$ cat config.mk
export PLATFORM = sky130hd
export DESIGN_NAME = tiny_mem_arbiter
export DESIGN_NICKNAME = d
export VERILOG_FILES = /design/src/rtl/tiny_arb_pkg.sv /design/src/rtl/tiny_rr_arb2.sv /design/src/rtl/tiny_mem_arbiter.sv
export SDC_FILE = /design/constraint.sdc
export NUM_CORES = 1
export LEC_CHECK = 0
export CORE_AREA = 3 3 97 99
export DETAILED_ROUTE_END_ITERATION = 6
export DIE_AREA = 0 0 100 102
export DONT_BUFFER_PORTS = 1
export PLACE_DENSITY = 0.53
export SLEW_MARGIN = 20
export SYNTH_ARGS = -nofsm -noshare
export SYNTH_HDL_FRONTEND = slang
export SYNTH_HIERARCHICAL = 1
export SYNTH_SLANG_ARGS = --single-unit
$ cat constraint.sdc
create_clock -name wb_clk_i -period 1.7 [get_ports wb_clk_i]
set_input_delay 0.34 -clock wb_clk_i [delete_from_list [all_inputs] [get_ports wb_clk_i]]
set_output_delay 0.34 -clock wb_clk_i [all_outputs]
set_load 0.02 [all_outputs]
$ cat src/rtl/tiny_arb_pkg.sv
// Shared types and default constants for the tiny two-requester memory arbiter.
package tiny_arb_pkg;

   localparam logic [31:0] DefBaseAddr = 32'h3000_0000;
   localparam int unsigned DefAddrW    = 3;

   typedef enum logic [1:0] {
      StIdle,
      StAccess,
      StAck
   } arb_state_e;

   typedef enum logic {
      ReqWb = 1'b0,
      ReqLa = 1'b1
   } req_id_e;

endpackage

$ cat src/rtl/tiny_rr_arb2.sv
// Two-way round-robin picker: on contention grants the requester not served last.
module tiny_rr_arb2
   import tiny_arb_pkg::*;
(
   input  logic wb_valid_i,
   input  logic la_valid_i,
   input  logic last_i,
   output logic gnt_o
);

   always_comb begin
      gnt_o = ReqWb;
      if (wb_valid_i && la_valid_i) begin
         gnt_o = (last_i == ReqWb) ? ReqLa : ReqWb;
      end else if (la_valid_i) begin
         gnt_o = ReqLa;
      end
   end

endmodule

$ cat src/rtl/tiny_mem_arbiter.sv
// Arbitrates a Wishbone slave port and a logic-analyser port onto one single-port memory.
// Optional contention interrupt counter is built when TINY_ARB_IRQ_EN is defined.
module tiny_mem_arbiter
   import tiny_arb_pkg::*;
#(
   parameter logic [31:0] BASE_ADDR = DefBaseAddr,
   parameter int unsigned ADDR_W    = DefAddrW
) (
   input  logic              wb_clk_i,
   input  logic              wb_rst_ni,
   input  logic              wbs_cyc_i,
   input  logic              wbs_stb_i,
   input  logic              wbs_we_i,
   input  logic [3:0]        wbs_sel_i,
   input  logic [31:0]       wbs_adr_i,
   input  logic [31:0]       wbs_dat_i,
   output logic              wbs_ack_o,
   output logic [31:0]       wbs_dat_o,
   input  logic              la_req_i,
   input  logic              la_we_i,
   input  logic [ADDR_W-1:0] la_adr_i,
   input  logic [31:0]       la_dat_i,
   output logic              la_ack_o,
   output logic [31:0]       la_dat_o,
   output logic              mem_en_o,
   output logic              mem_we_o,
   output logic [3:0]        mem_sel_o,
   output logic [ADDR_W-1:0] mem_adr_o,
   output logic [31:0]       mem_wdat_o,
   input  logic [31:0]       mem_rdat_i,
   input  logic              irq_clr_i,
   output logic              irq_o
);

   arb_state_e        state_q, state_d;
   req_id_e           gnt_q, gnt_d, last_q, last_d;
   logic              we_q, we_d, miss_q, miss_d;
   logic [3:0]        sel_q, sel_d;
   logic [ADDR_W-1:0] adr_q, adr_d;
   logic [31:0]       wdat_q, wdat_d;
   logic [31:0]       ack_dat;
   logic              wb_req, wb_hit, contended, pick;

   assign wb_req    = wbs_cyc_i & wbs_stb_i;
   assign wb_hit    = (wbs_adr_i[31:8] == BASE_ADDR[31:8]);
   assign contended = wb_req & la_req_i;

   logic unused_adr;
   assign unused_adr = ^{wbs_adr_i[7:ADDR_W+2], wbs_adr_i[1:0]};

   tiny_rr_arb2 u_rr (
      .wb_valid_i (wb_req),
      .la_valid_i (la_req_i),
      .last_i     (last_q),
      .gnt_o      (pick)
   );

   always_ff @(posedge wb_clk_i or negedge wb_rst_ni) begin
      if (!wb_rst_ni) begin
         state_q <= StIdle;
         gnt_q   <= ReqWb;
         last_q  <= ReqLa;
         we_q    <= 1'b0;
         miss_q  <= 1'b0;
         sel_q   <= 4'h0;
         adr_q   <= '0;
         wdat_q  <= 32'h0;
      end else begin
         state_q <= state_d;
         gnt_q   <= gnt_d;
         last_q  <= last_d;
         we_q    <= we_d;
         miss_q  <= miss_d;
         sel_q   <= sel_d;
         adr_q   <= adr_d;
         wdat_q  <= wdat_d;
      end
   end

   always_comb begin
      state_d    = state_q;
      gnt_d      = gnt_q;
      last_d     = last_q;
      we_d       = we_q;
      miss_d     = miss_q;
      sel_d      = sel_q;
      adr_d      = adr_q;
      wdat_d     = wdat_q;
      ack_dat    = 32'h0;
      wbs_ack_o  = 1'b0;
      wbs_dat_o  = 32'h0;
      la_ack_o   = 1'b0;
      la_dat_o   = 32'h0;
      mem_en_o   = 1'b0;
      mem_we_o   = 1'b0;
      mem_sel_o  = 4'h0;
      mem_adr_o  = '0;
      mem_wdat_o = 32'h0;
      case (state_q)
         StIdle: begin
            if (wb_req || la_req_i) begin
               state_d = StAccess;
               gnt_d   = req_id_e'(pick);
               if (req_id_e'(pick) == ReqWb) begin
                  we_d   = wbs_we_i;
                  sel_d  = wbs_sel_i;
                  adr_d  = wbs_adr_i[ADDR_W+1:2];
                  wdat_d = wbs_dat_i;
                  miss_d = ~wb_hit;
               end else begin
                  we_d   = la_we_i;
                  sel_d  = 4'hF;
                  adr_d  = la_adr_i;
                  wdat_d = la_dat_i;
                  miss_d = 1'b0;
               end
            end
         end
         StAccess: begin
            state_d = StAck;
            // Out-of-window WB cycles never touch memory; they are only acked.
            if (!miss_q) begin
               mem_en_o   = 1'b1;
               mem_we_o   = we_q;
               mem_sel_o  = sel_q;
               mem_adr_o  = adr_q;
               mem_wdat_o = wdat_q;
            end
         end
         StAck: begin
            state_d = StIdle;
            last_d  = gnt_q;
            ack_dat = (we_q || miss_q) ? 32'h0 : mem_rdat_i;
            if (gnt_q == ReqWb) begin
               wbs_ack_o = 1'b1;
               wbs_dat_o = ack_dat;
            end else begin
               la_ack_o = 1'b1;
               la_dat_o = ack_dat;
            end
         end
         default: state_d = StIdle;
      endcase
   end

`ifdef TINY_ARB_IRQ_EN
   logic [7:0] cont_cnt_q;
   logic       cont_grant;

   assign cont_grant = (state_q == StIdle) & contended;

   // Clear has priority; the count saturates at 8'hFF.
   always_ff @(posedge wb_clk_i or negedge wb_rst_ni) begin
      if (!wb_rst_ni) begin
         cont_cnt_q <= 8'h00;
      end else if (irq_clr_i) begin
         cont_cnt_q <= 8'h00;
      end else if (cont_grant && (cont_cnt_q != 8'hFF)) begin
         cont_cnt_q <= cont_cnt_q + 8'h01;
      end
   end

   assign irq_o = (cont_cnt_q == 8'hFF);
`else
   logic unused_irq;
   assign unused_irq = irq_clr_i ^ contended;
   assign irq_o      = 1'b0;
`endif

endmodule
==> impl_metrics.yaml, run 1 <==
outcome:
  status: "finished with violations"
  violations: "negative setup slack"
final_layout:
  nNetsFinal: 474
  final_cell_mix: "and3_4 (64), nor2_1 (44), dfrtp_1 (44), a21oi_1 (41), and2_4 (38)"
  num-fill-cells: 838
  area_growth_pct: 38.5
  ff_latch_area_um2: 1130
  drive_gt1_share_pct: 45.2
  layout_commonest_cell: "and3_4"
  diodes: 0
  multi_input_area_um2: 1990
floorplan:
  rows: 34
  die_area_um2: 10200
  num_io_pins: 251
  start_util_pct: 32.7
  fp.dieH_um: 102
  core_region_area_um2: 8640
  fp.dieW_um: 100
drt:
  drc_errors: 0
  wire_per_inst_um: 20.3
  drtAntennaViolNets: 0
  vias: 2356
  drt_iter0_drc: 64
  routed_wl_um: 8930
  via_per_inst: 5.35
  dr.pass1.iters: 6
setup_path:
  worstReg2RegEnd: "wdat_q[4]"
  critPathRequiredTime_ps: 1360
  r2r_setup_slack_ps: 290
  criticalPathCategory: "reg -> out"
  crit_family: "buffers and inverters"
  reg2regPathDepth: 5
  slowest_stage: "dfrtp_1"
  worst_setup_path_end_kind: "output pin"
  crit_chain: "buf_6 -> nand2b_4 -> nor2_4 -> buf_12 -> and3_4 -> buf_4"
  r2r-start: "state_q[1]"
  cp_num_buf_inv: 3
  crit_path_start_kind: "register"
  arrival_ps: 1550
  critPathMaxFanout: 18
  slowest_delay_ps: 400
timing:
  maxSlewViolCount: 0
  final_hold_viol_count: 0
  fin_crit_ps: 1890
  rsz0062_at_grt: "yes"
  fmax_ghz: 0.528
  holdWs_ps: 225
  worst_clock_skew_ps: 7.34
  finalWorstSetupSlack_ps: -193
  fin_crit_sh_pct: 111
  setup_viol: 105
logic_synthesis:
  ys_async_sr_fraction_pct: 100
  syn_area_per_cell_um2: 8.71
  synth_top_flop_cell: "dfrtp_1"
  netlist_instances: 324
  ys_seq_elements: 45
  syn_area_um2: 2820
  syn_nets: 467
  yosysWarningCount: 6
  synth_edf_count: 0
  yosysUniqueCellTypes: 27
  ys_seq_area_share_pct: 39.9
worst_hold_path:
  whs_path_depth: 2
  hold_class: "in -> reg"
  min_from: "wbs_sel_i[3]"
  whs_endpoint: "sel_q[3]"
grt:
  met2_usage_pct: 28.7
  overflow: 0
  grt_pass1_vias: 2319
  grt.met3_usage_pct: 4.10
  grt_max_degree: 65
  grt_util_met1_pct: 19.1
  busiest_layer: "met2"
  antenna_found_initial: 0
  grtUsageTotal_pct: 15.9
  grt_pass1_wl_um: 12500
place:
  portBuffers: 0
  gp_congestion: 0.770
  hpwl_um: 5600
power_and_ir_drop:
  finalPower_mw: 5.98
  power.leakage_nw: 1.63
  p_per_area_nw_per_um2: 1530
  worst_ir_drop_vdd_uv: 806
clock_network:
  cts_buffer_depth: 2
  path_clk_slew_ps: 80
  cts_root_buf: "clkbuf_8"
  cts_tree: "built"
  cts_buffers: 5
  cts_max_level: 2
  clkLatencyLatePin_ps: 290
  cts_sinks: 45
job:
  drv_cap: 0
-- per-stage QoR --
stage / cell area (um^2) / utilization (%) / TNS (ps) / cells / worst slack (ps)
2_1_floorplan: 2820 / - / 0 / 324 / 121
3_3_place_gp: 2980 / 34.5 / 0 / 413 / 109
3_5_place_dp: 2980 / 34.5 / 0 / 413 / 113
4_1_cts: 3870 / 44.9 / -13060 / 439 / -201
5_1_grt: 3910 / 45.3 / -24630 / 440 / -278
6_report: 3910 / 45.3 / -14390 / 440 / -193
-- state kept, by name, indices dropped and copies added, names as in the netlist --
signal   count
adr_q        3
gnt_q        1
state_q      2
wdat_q      32
miss_q       1
sel_q        4
last_q       1
we_q         1
-- cell families (layout without fill, tap and decap cells) --
family	after synthesis	after routing	synth area share, %
AND/OR/NAND/NOR	164	164	32.8
multiplexers	37	37	13.2
AO/OA/AOI/OAI	45	45	8.33
buffers and inverters	32	40	5.63
other	1	1	0.133
flip-flops	45	45	39.9
-- worst register-to-register path, delay by kind of cell, from the launching register on --
kind | cells | cell delay [ps]
AO/OA/AOI/OAI | 1 | 120
buffers and inverters | 2 | 480
flip-flops | 1 | 410
AND/OR/NAND/NOR | 2 | 330
-- how the worst max path moves through the flow --
stage          startpoint        endpoint  slack (ps)  cells past startpoint
6_report       state_q[1]    wbs_dat_o[3]        -190                      6
5_1_grt        state_q[0]   mem_wdat_o[3]        -280                      5
4_1_cts        state_q[1]    la_dat_o[10]        -200                      7
3_5_place_dp   state_q[1]  mem_wdat_o[23]         110                      4
3_3_place_gp   state_q[1]  mem_wdat_o[23]         110                      4
2_1_floorplan  state_q[0]    la_dat_o[23]         120                      4
-- what timing repair did --
item	CTS	global route
pin swaps	40	16
hold buffers	2	0
resized for setup	222	3
hold endpoints to repair	45	0
cloned	7	2
setup buffers	9	0
setup endpoints to repair	106	106
-- cells in the mapped netlist (all sizes together), types with 2 or more instances --
library cell,number,share of area (%)
dfrtp,44,39
and2,41,9.1
nor2,47,6.5
and3,64,14
mux2i,36,13
clkbuf,9,1.2
buf,22,4.3
nor4,4,0.89
nor4b,2,0.62
a21oi,41,7.3
-- layout make-up --
class / count / area share [%]
tap: 108 / 3.46
timing repair buffer: 31 / 14.4
sequential: 45 / 28.8
multi-input combinational: 247 / 50.8
clock inverter: 1 / 0.192
inverter: 1 / 0.0960
clock buffer: 7 / 2.21
-- layer usage --
metal	share of wire (%)	up-vias	routed length, um
met5	0	-	0
met4	0.57	0	51
met3	7.8	6	694
met2	53	116	4710
met1	39	1106	3470
li1	-	1128	-
-- where the power goes --
group          switching (mW)  internal (mW)  total (mW)  leakage [nW]
sequential              0.290           1.60        1.89         0.495
combinational            1.84           1.55        3.40          1.09
clock                   0.362          0.331       0.692        0.0445
total                    2.50           3.48        5.98          1.63
(Power assumes the default switching activity.)
==> run 2: changes to the inputs <==
--- a/config.mk
+++ b/config.mk
@@ -9,7 +9,9 @@
 export DETAILED_ROUTE_END_ITERATION = 6
 export DIE_AREA = 0 0 100 102
 export DONT_BUFFER_PORTS = 1
+export GPL_TIMING_DRIVEN = 0
 export PLACE_DENSITY = 0.53
+export REMOVE_ABC_BUFFERS = 1
 export SLEW_MARGIN = 20
 export SYNTH_ARGS = -nofsm -noshare
 export SYNTH_HDL_FRONTEND = slang
==> run 2 against run 1 <==
The flow still finishes with violations (negative setup slack); global-route usage is 3.1 points higher; cell area is 2.5% higher; hold slack got worse by 23 ps; register-to-register slack got worse by 230 ps; via count is 12% higher; power up 11%; sequential power up 5%; utilization grew 1.1 points; die area did not move; count of clock-buffer cells in the layout shrank 2; critical path depth fell by 3.
==> impl_metrics.yaml, run 2 (synthesis gave the netlist of run 1 again) <==
setup_path:
  r2r-start: "state_q[0]"
  critPathMaxFanout: 5
  crit_path_start_kind: "register"
  worst_setup_path_end_kind: "output pin"
  worstReg2RegEnd: "sel_q[1]"
  critPathRequiredTime_ps: 1360
  critPathCapture: "la_dat_o[30]"
  criticalPathCategory: "reg -> out"
  critPathLaunch: "state_q[0]"
  r2r_setup_slack_ps: 60
  reg2regPathDepth: 7
  arrival_ps: 1600
place:
  preCtsSetupSlack_ps: -540
  hpwl_um: 5880
  place_area_um2: 2940
  portBuffers: 0
  gp_congestion: 0.694
floorplan:
  rows: 34
  core_region_area_um2: 8640
  start_util_pct: 32.7
  die_area_um2: 10200
  num_io_pins: 251
  fp.dieW_um: 100
  fp.dieH_um: 102
clock_network:
  cts_tree: "built"
  cts_buffer_depth: 2
  cts_root_buf: "clkbuf_8"
  cts_sinks: 45
  cts_max_level: 2
  path_clk_slew_ps: 100
  cts_buffers: 5
  clkLatencyLatePin_ps: 300
timing:
  worst_clock_skew_ps: 10.4
  final_hold_viol_count: 0
  setup_viol: 104
  fmax_ghz: 0.515
  fin_crit_sh_pct: 114
  maxSlewViolCount: 0
  rsz0062_at_grt: "yes"
  fin_crit_ps: 1940
  holdWs_ps: 202
  finalWorstSetupSlack_ps: -244
drt:
  drtAntennaViolNets: 0
  via_per_inst: 5.71
  dr.pass1.iters: 4
  vias: 2639
  routed_wl_um: 10900
  drt_iter0_drc: 65
  wire_per_inst_um: 23.5
  drc_errors: 0
power_and_ir_drop:
  power.leakage_nw: 1.69
  worst_ir_drop_vdd_uv: 794
  finalPower_mw: 6.63
  p_per_area_nw_per_um2: 1650
grt:
  grtUsageTotal_pct: 19.0
  overflow: 0
  antenna_found_initial: 0
  grt_pass1_vias: 2599
  grt_max_degree: 46
  grt_pass1_wl_um: 14800
final_layout:
  largest_register: "wdat_q"
  diodes: 0
  largestRegisters: "wdat_q x32, sel_q x4, adr_q x3"
  design_area_um2: 4010
  multi_input_area_um2: 2160
  layout_commonest_cell: "and3_4"
  nNetsFinal: 496
  largest_reg_flops: 32
  final_cell_mix: "and3_4 (55), nor2_1 (44), a21oi_1 (41), and2_4 (40), dfrtp_1 (39)"
  num-fill-cells: 805
  drive_gt1_share_pct: 50.8
  area_growth_pct: 42.0
  ff_latch_area_um2: 1130
job:
  drv_cap: 0
worst_hold_path:
  hold_class: "in -> reg"
outcome:
  status: "finished with violations"
  violations: "negative setup slack"
==> run 2: cell count changes in the layout (fill, tap and decap cells not counted), sizes merged <==
cell | before | now
nor2 | 47 | 57
and2b | 1 | 8
buf | 28 | 33
clkbuf | 9 | 6
clkinv | 0 | 1
clkinvlp | 1 | 2
nand2b | 1 | 2
==> run 2: cell type report <==
cell class              count  area share [%]
clock buffers               5            1.72
clock inverters             3           0.531
inverters                   1           0.187
multi-input cells         265            53.9
flip-flops and latches     45            28.3
well taps                 108            3.37
repair buffers             35            12.0
==> run 2: worst min path at each step <==
stage	slack [ps]	cells past startpoint	end	startpoint
floorplan	40	0	adr_q[0]	wb_rst_ni
global placement	50	0	wdat_q[6]	wb_rst_ni
detailed placement	50	0	wdat_q[6]	wb_rst_ni
CTS	200	2	sel_q[0]	wbs_sel_i[0]
global route	220	2	sel_q[1]	wbs_sel_i[1]
finish	200	2	sel_q[0]	wbs_sel_i[0]
==> run 2: power by group <==
group	internal, mW	leakage, nW	switching [mW]
combinational	1.74	1.16	2.21
sequential	1.61	0.490	0.373
clock	0.293	0.0445	0.405
total	3.64	1.69	2.99
==> run 2: repair_timing <==
action                                  CTS  global route
hold endpoints to repair                 45             0
pin swaps                                18            27
resized for setup                       210            39
endpoints found under the setup margin  107           113
setup buffers                            18             7
cloned                                   18             2
hold buffers                              2             0
==> run 2: layer usage <==
layer	wire length (um)	vias up	global-route usage (%)
met5	0	-	0
met4	272	0	6.94
met3	780	16	3.96
met2	5670	150	34.3
met1	4150	1284	22.1
li1	-	1189	-
==> run 2: metrics by stage <==
step | util, % | std cells | TNS (ps)
floorplan | - | 293 | -81780
global route | 46.4 | 462 | -22260
finish | 46.4 | 462 | -16920
detailed placement | 34.0 | 407 | -41550
CTS | 43.7 | 453 | -18340
global placement | 32.5 | 401 | -162840
==> run 2: worst max-delay path, stage by stage (launching register included) <==
cell and delay (ps):
dfrtp_2 440, nand2b_4 220, nor2_2 320, and3_2 320
